==> src/rtl/pci_pkg.sv <==
// Shared types and constants for the PCI bus arbiter and the devices on its bus.
package pci_pkg;

    typedef enum logic [1:0] {
        ARB_IDLE,
        ARB_GRANT,
        ARB_BUSY,
        ARB_TURN
    } arb_state_e;

    localparam logic [3:0]  WRITE_C_BE = 4'b0011;
    localparam logic [3:0]  READ_C_BE  = 4'b0010;

    localparam logic [31:0] DEV_A_ADDR = 32'hAD;
    localparam logic [31:0] DEV_B_ADDR = 32'hBD;
    localparam logic [31:0] DEV_C_ADDR = 32'hCD;

    // Next master index after idx, wrapping from n-1 back to 0.
    function automatic int unsigned wrap_inc(input int unsigned idx, input int unsigned n);
        return (idx + 1 >= n) ? 0 : idx + 1;
    endfunction

endpackage

==> src/rtl/pci_bus_arbiter_if.sv <==
// Arbitration signals of the shared PCI bus: active-low REQ/GNT per master plus FRAME/IRDY.
interface pci_bus_arbiter_if #(
    parameter int NUM_MASTERS = 3
);
    logic [NUM_MASTERS-1:0] REQ;
    logic [NUM_MASTERS-1:0] GNT;
    logic                   FRAME;
    logic                   IRDY;

    // master: the arbiter side; slave: the requesting devices.
    modport master (input REQ, input FRAME, input IRDY, output GNT);
    modport slave  (output REQ, output FRAME, output IRDY, input GNT);
endinterface

==> src/rtl/pci_bus_arbiter_picker.sv <==
// Round-robin priority encoder: first active request at or after ptr, searching upward with wrap.
module pci_rr_picker #(
    parameter  int N = 3,
    localparam int W = $clog2(N)
) (
    input  logic [N-1:0] req,
    input  logic [W-1:0] ptr,
    output logic [W-1:0] winner,
    output logic         valid
);

    logic [W-1:0] cand [N];

    for (genvar gi = 0; gi < N; gi++) begin : g_cand
        logic [W:0] sum;
        assign sum       = {1'b0, ptr} + (W+1)'(gi);
        assign cand[gi]  = (sum >= (W+1)'(N)) ? W'(sum - (W+1)'(N)) : sum[W-1:0];
    end

    // Scan from the farthest candidate down so the nearest one to ptr wins.
    always_comb begin
        winner = '0;
        valid  = 1'b0;
        for (int k = N - 1; k >= 0; k--) begin
            if (req[cand[k]]) begin
                winner = cand[k];
                valid  = 1'b1;
            end
        end
    end

endmodule

==> src/rtl/pci_bus_arbiter.sv <==
// Central PCI bus arbiter: round-robin grants, turnaround insertion, unused-grant timeout.
// Optional bus parking on the last owner is enabled by defining PCI_ARB_BUS_PARK_EN.
module pci_bus_arbiter
    import pci_pkg::*;
#(
    parameter  int NUM_MASTERS = 3,
    parameter  int GNT_TIMEOUT = 16,
    localparam int OWN_W       = $clog2(NUM_MASTERS),
    localparam int CNT_W       = $clog2(GNT_TIMEOUT) + 1
) (
    input  logic              clk,
    input  logic              RST,
    pci_bus_arbiter_if.master bus,
    output logic [OWN_W-1:0]  owner,
    output logic              bus_busy,
    output logic              timeout_pulse
);

    localparam logic [NUM_MASTERS-1:0] ALL_HIGH = '1;

    arb_state_e             state_q, state_d;
    logic [NUM_MASTERS-1:0] gnt_q, gnt_d;
    logic [OWN_W-1:0]       owner_q, owner_d;
    logic [OWN_W-1:0]       ptr_q, ptr_d;
    logic [CNT_W-1:0]       cnt_q, cnt_d;
    logic                   busy_q, busy_d;
    logic                   pulse_q, pulse_d;

    logic [NUM_MASTERS-1:0] req_act;
    logic [OWN_W-1:0]       winner;
    logic                   win_valid;
    logic                   bus_idle;
    logic [OWN_W-1:0]       ptr_after_owner;

    function automatic logic [NUM_MASTERS-1:0] one_cold(input logic [OWN_W-1:0] idx);
        logic [NUM_MASTERS-1:0] v;
        v      = '1;
        v[idx] = 1'b0;
        return v;
    endfunction

    assign req_act         = ~bus.REQ;
    assign bus_idle        = bus.FRAME & bus.IRDY;
    assign ptr_after_owner = OWN_W'(wrap_inc(int'(owner_q), NUM_MASTERS));

    pci_rr_picker #(.N(NUM_MASTERS)) u_picker (
        .req    (req_act),
        .ptr    (ptr_q),
        .winner (winner),
        .valid  (win_valid)
    );

    always_comb begin
        state_d = state_q;
        gnt_d   = gnt_q;
        owner_d = owner_q;
        ptr_d   = ptr_q;
        cnt_d   = cnt_q;
        pulse_d = 1'b0;
        busy_d  = ~bus.FRAME | ~bus.IRDY;
        unique case (state_q)
            ARB_IDLE: begin
                gnt_d = ALL_HIGH;
                if (win_valid && bus_idle) begin
`ifdef PCI_ARB_BUS_PARK_EN
                    // Parked on a different master: release the bus for one clock first.
                    if (gnt_q != ALL_HIGH && winner != owner_q) begin
                        gnt_d = ALL_HIGH;
                    end else begin
                        state_d = ARB_GRANT;
                        gnt_d   = one_cold(winner);
                        owner_d = winner;
                        cnt_d   = '0;
                    end
`else
                    state_d = ARB_GRANT;
                    gnt_d   = one_cold(winner);
                    owner_d = winner;
                    cnt_d   = '0;
`endif
                end
`ifdef PCI_ARB_BUS_PARK_EN
                else if (!win_valid) begin
                    gnt_d = one_cold(owner_q);
                end
`endif
            end
            ARB_GRANT: begin
                if (!bus.FRAME) begin
                    state_d = ARB_BUSY;
                end else if (bus.REQ[owner_q]) begin
                    state_d = ARB_IDLE;
                    gnt_d   = ALL_HIGH;
                    ptr_d   = ptr_after_owner;
                end else if (cnt_q == CNT_W'(GNT_TIMEOUT - 1)) begin
                    state_d = ARB_IDLE;
                    gnt_d   = ALL_HIGH;
                    ptr_d   = ptr_after_owner;
                    pulse_d = 1'b1;
                end else if (cnt_q != '1) begin
                    cnt_d = cnt_q + 1'b1;
                end
            end
            ARB_BUSY: begin
                if (bus_idle) begin
                    state_d = ARB_TURN;
                    gnt_d   = ALL_HIGH;
                    ptr_d   = ptr_after_owner;
                end
            end
            ARB_TURN: begin
                state_d = ARB_IDLE;
                gnt_d   = ALL_HIGH;
            end
            default: begin
                state_d = ARB_IDLE;
                gnt_d   = ALL_HIGH;
            end
        endcase
    end

    always_ff @(posedge clk) begin
        if (!RST) begin
            state_q <= ARB_IDLE;
            gnt_q   <= ALL_HIGH;
            owner_q <= '0;
            ptr_q   <= '0;
            cnt_q   <= '0;
            busy_q  <= 1'b0;
            pulse_q <= 1'b0;
        end else begin
            state_q <= state_d;
            gnt_q   <= gnt_d;
            owner_q <= owner_d;
            ptr_q   <= ptr_d;
            cnt_q   <= cnt_d;
            busy_q  <= busy_d;
            pulse_q <= pulse_d;
        end
    end

    assign bus.GNT       = gnt_q;
    assign owner         = owner_q;
    assign bus_busy      = busy_q;
    assign timeout_pulse = pulse_q;

endmodule

==> src/flat_wrapper.sv <==
// flat-port wrapper written by rule: the top's interface ports become plain ports
module pci_bus_arbiter_flat import pci_pkg::*;
#(
    parameter  int NUM_MASTERS = 3,
    parameter  int GNT_TIMEOUT = 16,
    localparam int OWN_W       = $clog2(NUM_MASTERS),
    localparam int CNT_W       = $clog2(GNT_TIMEOUT) + 1
)
  (clk, RST, owner, bus_busy, timeout_pulse, bus_REQ, bus_FRAME, bus_IRDY, bus_GNT);
  pci_bus_arbiter_if #(.NUM_MASTERS(NUM_MASTERS)) bus_i ();
  input  logic clk;
  input  logic RST;
  output logic [OWN_W-1:0] owner;
  output logic bus_busy;
  output logic timeout_pulse;
  input wire logic [$bits(bus_i.REQ)-1:0] bus_REQ;
  input wire logic [$bits(bus_i.FRAME)-1:0] bus_FRAME;
  input wire logic [$bits(bus_i.IRDY)-1:0] bus_IRDY;
  output wire logic [$bits(bus_i.GNT)-1:0] bus_GNT;
  assign bus_i.REQ = bus_REQ;
  assign bus_i.FRAME = bus_FRAME;
  assign bus_i.IRDY = bus_IRDY;
  assign bus_GNT = bus_i.GNT;
  pci_bus_arbiter #(.NUM_MASTERS(NUM_MASTERS), .GNT_TIMEOUT(GNT_TIMEOUT)) u_core (.clk(clk), .RST(RST), .bus(bus_i), .owner(owner), .bus_busy(bus_busy), .timeout_pulse(timeout_pulse));
endmodule
==> config.mk <==
export PLATFORM = sky130hd
export DESIGN_NAME = pci_bus_arbiter_flat
export DESIGN_NICKNAME = d
export VERILOG_FILES = /design/src/rtl/pci_pkg.sv /design/src/rtl/pci_bus_arbiter_if.sv /design/src/rtl/pci_bus_arbiter_picker.sv /design/src/rtl/pci_bus_arbiter.sv /design/src/flat_wrapper.sv
export SDC_FILE = /design/constraint.sdc
export NUM_CORES = 1
export LEC_CHECK = 0
export BUFFER_PORTS_ARGS = -buffer_cell sky130_fd_sc_hd__buf_2
export CORE_MARGIN = 3
export CORE_UTILIZATION = 50
export DETAILED_ROUTE_END_ITERATION = 8
export PLACE_DENSITY = 0.72
export SLEW_MARGIN = 25
export SYNTH_ARGS = -nofsm -noshare
export SYNTH_HDL_FRONTEND = slang
export SYNTH_SLANG_ARGS = --single-unit
==> constraint.sdc <==
create_clock -name clk -period 1.95 [get_ports clk]
set_input_delay 0.0975 -clock clk [delete_from_list [all_inputs] [get_ports clk]]
set_output_delay 0.0975 -clock clk [all_outputs]
set_load 0.03 [all_outputs]
-- Yosys cells after proc, flatten, opt, wreduce, memory -nomap -nowiden
Index checks and enable logic that the tools add are counted.
- register bits after elaboration: 16
- latch bits: 0
- memory bits (writable): 0
- bits in read-only memories: 0
- word-level logic and storage cells: 100
- memories kept: 0
- add/sub/neg operators: 7
- $mul: 0
- divide/modulo/power cells: 0
- order comparisons: 10
- equal/unequal tests: 13
- shift operators: 0
- multiplexer cells: 44
- bitwise logic cells: 8
- reductions and logical operators: 11
- operators by type and width (kind ; count):
    2-bit two-way mux ; 16
    5-bit two-way mux ; 5
    2-bit by 3-bit less-than comparator with 1-bit output (second input constant) ; 5
    3-bit two-way mux ; 5
    3-bit case mux with 4 select lines ; 1
    5-bit case mux with 2 select lines ; 1
    3-bit by 2-bit greater-or-equal comparator with 1-bit output (second input constant) ; 3
    1-bit two-way mux ; 9
    1-bit binary-select mux with 2-bit select ; 4
    2-bit case mux with 4 select lines ; 1
    2-bit by 1-bit adder with 3-bit output (second input constant) ; 2
    2-bit by 1-bit inequality test with 1-bit output (second input constant) ; 3
    2-bit inequality test (second input constant) ; 3
    3-bit inverter ; 2
    3-bit AND reduction ; 2
    6-bit AND reduction ; 1
    2-bit subtractor (second input constant) ; 3
    5-bit by 1-bit adder with 5-bit output (second input constant) ; 1
    5-bit by 4-bit equality test with 1-bit output (second input constant) ; 1
    5-bit inequality test (second input constant) ; 1
    2-bit equality test (second input constant) ; 2
    4-bit by 2-bit inequality test with 1-bit output (second input constant) ; 1
    1-bit inverter ; 4
    2-bit case mux with 2 select lines ; 1
    other kinds (14) ; 16

-- Logic depth before layout (Yosys ltp)
Gate-level depths: netlist (run 1).
- depth after elaboration: 15
- mapped depth: 8
- gate-level depth less buffers: 8

-- Cells and area by module
Synthesis (run 1) repeated with hierarchy kept, for this count alone.
- cell total of the unflattened synthesis: 121
- area total of the unflattened synthesis: 1019.7 µm²
- modules (own cells, without submodules) (module ; instances ; cells an instance ; area an instance (µm²) ; seq. area each (µm²)):
    pci_bus_arbiter ; 1 ; 92 ; 797.0 ; 320.3
    pci_rr_picker ; 1 ; 29 ; 222.7 ; 0.0

-- Worst setup path after synthesis (run 1)
OpenSTA, ideal clock, no wires.
- path kind: register to register
- start: register u_core.ptr_q[0]
- end: register u_core.gnt_q[2], in the netlist u_core.bus.GNT[2]
- library setup time: 0.117 ns
- data arrival time: 1.711 ns
- setup slack: 0.123 ns
- cell stages (with the launch flop): 8
- buffers on the path: 0
- clock period less this slack: 1.827 ns
- path through: dfxtp_1 > inv_1 > ha_1 > or2b_1 > a21oi_1 > o31ai_2 > or2_1 > o22a_1
- longest elaborated chain between the ends: 15
- RTL lines (element ; RTL line ; RTL):
    from (decl) ; pci_bus_arbiter.sv:24 ; logic [OWN_W-1:0] ptr_q, ptr_d;
    from (signal assigned) ; pci_bus_arbiter.sv:135 ; ptr_q <= ptr_d;
    2-bit by 2-bit adder with 3-bit output ; pci_bus_arbiter_picker.sv:16 ; assign sum = {1'b0, ptr} + (W+1)'(gi);
    3-bit by 2-bit greater-or-equal comparator with 1-bit output / 2-bit subtractor (equally long branches) ; pci_bus_arbiter_picker.sv:17 ; assign cand[gi] = (sum >= (W+1)'(N)) ? W'(sum - (W+1)'(N)) : sum[W-1:0];
    2-bit two-way mux ; pci_bus_arbiter_picker.sv:17 ;
    1-bit binary-select mux with 2-bit select ; pci_bus_arbiter_picker.sv:25 ; if (req[cand[k]]) begin
    1-bit two-way mux (not written as such) ; pci_bus_arbiter_picker.sv:25 ;
    2-bit two-way mux (3 in series) ; pci_bus_arbiter_picker.sv:25 ;
    2-bit by 3-bit less-than comparator with 1-bit output (not written as such) / 2-bit by 1-bit greater-or-equal comparator with 1-bit output (equally long branches) ; pci_bus_arbiter.sv:38 ; v[idx] = 1'b0;
    1-bit logical AND (not written as such) ; pci_bus_arbiter.sv:38 ;
    1-bit two-way mux (not written as such) ; pci_bus_arbiter.sv:38 ;
    1-bit demux with 2-bit select ; n/a ;
    3-bit inverter (no source line) ; n/a ;
    3-bit two-way mux (*) ; pci_bus_arbiter.sv:64 ; if (win_valid && bus_idle) begin
    3-bit case mux with 4 select lines (*) ; pci_bus_arbiter.sv:61 ; unique case (state_q)
    to (signal assigned) ; pci_bus_arbiter.sv:133 ; gnt_q <= gnt_d;
    to (decl) ; pci_bus_arbiter.sv:22 ; logic [NUM_MASTERS-1:0] gnt_q, gnt_d;
Every way passes the cells marked *; elsewhere a longest branch is shown, timed or not. The select of a mux whose other input is x is not followed.
A chain may end at the register's enable or synchronous reset.

-- Worst setup path in the final report (run 1)
- start: register u_core.ptr_q[0]
- end: register u_core.gnt_q[1], in the netlist u_core.bus.GNT[1]
Same word-level chain as after synthesis.

==> results.yml, run 1 <==
run_status:
  run_status: "completed"
clocking:
  cts-root-buf: "clkbuf_4"
  clock-sinks: 16
  htreeDepth: 1
  clk_path_buf_depth: 2
  clk_latency_ps: 290
  cts_tree: "built"
  cts_made_buffers: 3
  clk_pin_slew_ps: 90
  cts_setup_buffers: 0
yosys:
  synth-warning-count: 0
  yosysTopAreaCell: "dfxtp_1"
  ys_seq_area_share_pct: 31.84
  ys_async_sr_fraction_pct: 0
  syn_inst: 109
  synth-edff-count: 0
  avgSynthCellArea_um2: 9.229
  synthTopCellsByArea: "dfxtp_1, ha_1, a21oi_1"
  syn_area_mm2: 0.001006
  ys_ff_latch: 16
  synth_cell_types: 43
  ys.flop_type: "dfxtp_1"
  yosysTopAreaCellShare_pct: 31.84
  synth_nets: 123
placement:
  dp.cells: 146
  numPortBuffers: 13
  dp_slack_ps: -68.00
  hpwlAfterDp_um: 1500
  placed_cell_area_mm2: 0.001087
  gp_congestion: 0.7787
layout:
  antenna-diode-count: 0
  post-route-cell-area_mm2: 0.001194
  layout.cells.non_filler: 151
  area.growth.synth_to_final_pct: 18.66
  final_layout_size_suffix_gt1_share_pct: 29.37
  finalNetCount: 141
  fill_cells: 158
die:
  die_w_um: 50.86
  dieArea_mm2: 0.002586
  num_rows: 15
  die_y_um: 50.86
  top_level_ports: 14
  initial_core_util_pct: 55.26
  core_mm2: 0.001821
worst_setup_path:
  cp_max_fo: 6
  r2r-end: "u_core.bus.GNT[1]$_SDFFE_PN1P_"
  path_class: "flip-flop to flip-flop"
  worstSetupEndpointType: "flip-flop"
  r2r_start: "u_core.ptr_q[0]$_SDFFE_PN0P_"
  ff2ff_path_depth: 7
  r2r_slack_ps: 80
  cpMaxStageDelayCell: "dfxtp_4"
  slowest_delay_ps: 370
  cp_data_required_time_ps: 2130
  crit_arrival_ps: 2060
  startpoint_type: "flip-flop"
  critical_path.cell_chain: "inv_1 > ha_2 > mux2_2 > o41ai_2 > o211ai_1 > nor2_1 > a2bb2oi_1"
sta:
  finalSetupViolCount: 0
  fin_ws_ps: 78.62
  slew_viol_final: 0
  relSlewSlack_pct: 73.71
  min_period_ps: 1871
  fin_worst_skew_ps: 3.815
  whs_ps: 75.30
  post-route-period-util_pct: 95.97
  fmax_mhz: 534.4
  hold_viol_final: 0
  worst_slew_pin_slew_ps: 392.2
global_route:
  antenna_found_initial: 0
  grt_pass1_wl_um: 3512
  grt_max_degree: 10
  overflow: 0
  grt_pass1_vias: 806
  grt_use_total_pct: 17.87
pwr:
  ir_worst_vdd_mv: 0.3873
  p_leak_nw: 0.4452
  power_density_mw_per_mm2: 561.5
drt:
  wirelength_um: 2033
  via_per_inst: 5.689
  avgRoutedWirePerCell_um: 13.46
  vias: 859
  drt-initial-drc-count: 13
  first_pass_iters: 4
  drc: 0
  antenna_left: 0
min_path:
  min_path_type: "input pin to flip-flop"
  whs_endpoint: "u_core.bus.GNT[1]$_SDFFE_PN1P_"
  worstHoldStart: "RST"
  whs_path_depth: 2
flow_run:
  drv_cap: 0
==> where the power goes <==
group          switching, mW  leakage [nW]  internal, mW
registers            0.00725         0.131         0.334
clock network          0.105        0.0210         0.114
logic                 0.0647         0.294        0.0458
total                  0.177         0.445         0.493
==> per-layer routing <==
layer	share of wire [%]	up-vias	global-route usage (%)
met1	48	402	23.13
met5	0	-	0
li1	-	436	-
met2	46	19	29.78
met3	5.2	2	5.539
met4	0.49	0	2.691
==> how the worst max path moves through the flow <==
stage | startpoint | end | slack (ps) | depth (start not counted)
finish | u_core.ptr_q[0]$_SDFFE_PN0P_ | u_core.bus.GNT[1]$_SDFFE_PN1P_ | 80 | 7
detailed placement | u_core.ptr_q[0]$_SDFFE_PN0P_ | u_core.bus.GNT[2]$_SDFFE_PN1P_ | -70 | 7
global placement | u_core.ptr_q[0]$_SDFFE_PN0P_ | u_core.bus.GNT[1]$_SDFFE_PN1P_ | -20 | 7
global route | u_core.ptr_q[0]$_SDFFE_PN0P_ | u_core.bus.GNT[1]$_SDFFE_PN1P_ | -30 | 7
floorplan | u_core.ptr_q[0]$_SDFFE_PN0P_ | u_core.bus.GNT[2]$_SDFFE_PN1P_ | 120 | 7
CTS | u_core.ptr_q[1]$_SDFFE_PN0P_ | u_core.bus.GNT[2]$_SDFFE_PN1P_ | 20 | 7
==> stage by stage <==
step / total power, mW / utilization [%] / TNS, ps
after CTS: 0.6715 / 63.23 / 0
after global routing: 0.7021 / 65.57 / -48.00
after floorplan: 0.4184 / - / 0
final: 0.6702 / 65.57 / 0
after detailed placement: 0.4472 / 59.73 / -156.1
after global placement: 0.4460 / 59.73 / -37.06
==> cells in the mapped netlist, drive strengths merged, types with 2 or more instances <==
cell type,number
dfxtp,16
nor2,10
a21oi,8
ha,7
nand2b,6
inv,5
nand2,5
nor3,3
o211ai,3
o31ai,3
xnor2,3
a211oi,2
a21o,2
buf,2
mux2,2
mux2i,2
nand3,2
nand3b,2
nor2b,2
nor4,2
o21a,2
o22a,2
or2,2
==> cell usage in the layout (no fill, tap or decap), drive strengths merged, types with 2 or more instances in the layout <==
cell	Yosys	final
nor3	3	3
buf	2	14
or2	2	2
xnor2	3	3
mux2i	2	2
nand2b	6	6
o211ai	3	3
o21a	2	2
a21oi	8	8
dfxtp	16	16
ha	7	7
nor4	2	2
nand2	5	5
a211oi	2	2
clkbuf	0	4
a21o	2	2
nor2b	2	2
o22a	2	2
o31ai	3	3
nor2	10	10
mux2	2	2
inv	5	5
nand3b	2	2
nand3	2	2
==> logic make-up after synthesis <==
logic type | Yosys count | synth area share, %
XOR/XNOR | 3 | 2.612
flip-flops | 16 | 31.84
AO/OA/AOI/OAI | 31 | 24.75
buffers and inverters | 7 | 4.105
adder cells (fa/ha/maj) | 7 | 8.706
multiplexers | 4 | 4.602
AND/OR/NAND/NOR | 41 | 23.38
==> state kept, by name, indices dropped and copies added, names as in the netlist, named ones only <==
| name | flops |
|---|---|
| u_core.bus.GNT | 3 |
| u_core.cnt_q | 5 |
| u_core.state_q | 1 |
| u_core.timeout_pulse | 1 |
| u_core.owner | 2 |
| u_core.bus_busy | 1 |
| u_core.ptr_q | 2 |
==> critical path, delay by kind of cell (launching register included) <==
family	cells	cell delay [ps]
mux	1	360
simple gates	1	160
fa+ha+maj	1	240
flops	1	370
compound gates	3	540
buf+inv	1	100
==> layout make-up <==
type	instances	area [µm²]	area share, %
Timing Repair Buffer	15	82.58	6.918
Multi-Input combinational cell	86	700.7	58.70
Sequential cell	16	324.1	27.15
Clock buffer	4	36.28	3.040
Inverter	5	18.77	1.572
Tap cell	25	31.28	2.621
==> repair_timing <==
item / 4_1_cts / 5_1_grt
setup endpoints to repair: 9 / 9
pin swaps: 0 / 1
resized for setup: 4 / 10
hold endpoints to repair: 1 / 0
hold buffers: 1 / 0
(Power assumes the default switching activity.)
==> run 2, diff against run 1 <==
--- a/config.mk
+++ b/config.mk
@@ -5,6 +5,7 @@
 export SDC_FILE = /design/constraint.sdc
 export NUM_CORES = 1
 export LEC_CHECK = 0
+export ABC_AREA = 1
 export BUFFER_PORTS_ARGS = -buffer_cell sky130_fd_sc_hd__buf_2
 export CORE_MARGIN = 3
 export CORE_UTILIZATION = 50
==> results.yml, run 2 <==
pwr:
  p_leak_nw: 0.6150
  ir_worst_vdd_mv: 0.6739
  power_density_mw_per_mm2: 1104
  total_power_mw: 1.296
drt:
  vias: 1006
  antenna_left: 0
  drc: 0
  wirelength_um: 2126
  avgRoutedWirePerCell_um: 10.32
  via_per_inst: 4.883
  drt-initial-drc-count: 32
  first_pass_iters: 4
placement:
  gp_congestion: 0.9344
  dp_slack_ps: 1.381
  placed_cell_area_mm2: 0.001120
  hpwlAfterDp_um: 1680
  numPortBuffers: 13
yosys:
  ys_ff_latch: 16
  ys.flop_type: "dfxtp_1"
  synth-edff-count: 0
  ys_top_cells_by_count: "nand2_1, inv_1, nor2_1, dfxtp_1, nand3_1"
  ys_async_sr_fraction_pct: 0
  synth_nets: 180
  synth-warning-count: 0
  synthTopCellsByArea: "dfxtp_1, nand2_1, inv_1"
  yosysTopAreaCell: "dfxtp_1"
  syn_area_mm2: 0.001038
  syn_inst: 166
  ys_seq_area_share_pct: 30.84
  synth.most_common_cell: "nand2_1"
  synth_cell_types: 21
  yosysTopAreaCellShare_pct: 30.84
  avgSynthCellArea_um2: 6.256
worst_setup_path:
  startpoint_type: "flip-flop"
  cpMaxStageDelayCell: "ha_2"
  crit_arrival_ps: 1970
  cp_data_required_time_ps: 2130
  cp_common_cell: "nand2_1"
  critical_path.cell_chain: "inv_1 > ha_2 > nor2_1 > nor2_2 > nor2_2 > nand3_2 > nand3_4 > nor2_1 > nand2_1 > nand2_1 > nand2_1"
  slowest_delay_ps: 390
  path_class: "flip-flop to flip-flop"
  worstSetupEndpointType: "flip-flop"
  cp_max_fo: 11
die:
  dieArea_mm2: 0.002660
  initial_core_util_pct: 56.46
  top_level_ports: 14
  core_mm2: 0.001839
  num_rows: 15
  die_w_um: 51.58
  die_y_um: 51.58
global_route:
  grt_use_total_pct: 18.31
  grt_pass1_vias: 861
  overflow: 0
  grt_max_degree: 12
  grt_pass1_wl_um: 3601
  antenna_found_initial: 0
sta:
  finalSetupViolCount: 0
  worst_slew_pin_slew_ps: 287.4
  fin_worst_skew_ps: 11.94
  post-route-period-util_pct: 91.77
  setup_tns_ps: 0
  slew_viol_final: 0
  fin_ws_ps: 160.4
  relSlewSlack_pct: 80.69
  hold_viol_final: 0
  fmax_mhz: 558.8
  min_period_ps: 1790
layout:
  antenna-diode-count: 0
  final_layout_size_suffix_gt1_share_pct: 17.68
  final_common_cell: "nand2_1"
  seqCellArea_um2: 320.3
  post-route-cell-area_mm2: 0.001174
  regMostFlops: "u_core.cnt_q"
  largest_reg_flops: 5
  finalNetCount: 196
  fill_cells: 190
  area.growth.synth_to_final_pct: 13.01
  multi_input_area_um2: 613.1
  most-common-layout-cells: "nand2_1, inv_1, nor2_1, dfxtp_1, nand3_1"
clocking:
  clock-sinks: 16
  clk_path_buf_depth: 2
  cts_made_buffers: 3
  clk_latency_ps: 290
  clk_pin_slew_ps: 100
  htreeDepth: 1
  cts.hold.buffers_added: 0
  cts_setup_buffers: 0
  cts-root-buf: "clkbuf_4"
  cts_tree: "built"
flow_run:
  drv_cap: 0
run_status:
  run_status: "completed"
min_path:
  min_path_type: "input pin to flip-flop"
## run 2: changes by cell type in the layout (fill, tap and decap cells not counted), sizes merged, moves of 3 or more
cell / delta
nand2: +52
nor2: +12
nand2b: -6
o211ai: -3
nand3: +14
inv: +23
o31ai: -3
xnor2: -3
## run 2: area by class of cell
type	count	share of cell area, %
tap	25	2.665
multi-input combinational	120	52.24
timing repair buffer	13	5.544
sequential	16	27.29
clock buffer	4	3.092
inverter	28	9.168
## run 2: critical path: cells and delay by family (launching register included)
family / cells / cell delay, ps
adder cells (fa/ha/maj): 1 / 390
AND/OR/NAND/NOR: 9 / 840
flip-flops: 1 / 370
buffers and inverters: 1 / 80
## run 2: cells by family after synthesis
logic type / share of synthesized area, %
xor gates and xnor gates: 0.8435
DFF: 30.84
and+or+nand+nor: 42.77
AOI/OAI and AO/OA: 5.301
buffers and inverters: 11.81
adders and majority gates: 8.433
## run 2: path summary, 6_finish.rpt
check / startpoint / end / slack, ps / cells past startpoint
hold / removal: RST / u_core.bus.GNT[1]$_SDFFE_PN1P_ / 60 / 2
setup reg to reg: u_core.ptr_q[0]$_SDFFE_PN0P_ / u_core.bus.GNT[0]$_SDFFE_PN1P_ / 160 / 11
hold reg to reg: u_core.bus.GNT[1]$_SDFFE_PN1P_ / u_core.bus.GNT[1]$_SDFFE_PN1P_ / 530 / 4
setup / recovery: u_core.ptr_q[0]$_SDFFE_PN0P_ / u_core.bus.GNT[0]$_SDFFE_PN1P_ / 160 / 11
## run 2: where the power goes
part           internal, mW  total, mW  switching, mW
Combinational         0.220      0.643          0.424
Clock                 0.114      0.222          0.108
Sequential            0.383      0.431         0.0479
Total                 0.716       1.30          0.579
## run 2: per-layer routing
metal  global-route usage, %  part of all wire [%]  vias to the layer above
met5                       0                     0                        -
met4                   7.860                   1.2                        0
met1                   23.98                    47                      447
met3                   3.438                   4.7                        4
met2                   29.24                    47                       17
li1                        -                     -                      538
## run 2: metrics by stage
stage	utilization (%)	instances	hold WS (ps)
after floorplan	-	166	289.5
after global placement	60.88	202	363.5
after detailed placement	60.88	202	362.9
after CTS	63.27	206	57.34
after global routing	63.81	206	63.13
final	63.81	206	62.38
## run 2: repair_timing
| action | in CTS | in global routing |
|---|---|---|
| resized for setup | 2 | 2 |
| cloned | 0 | 0 |
| endpoints found under the setup margin | 7 | 10 |
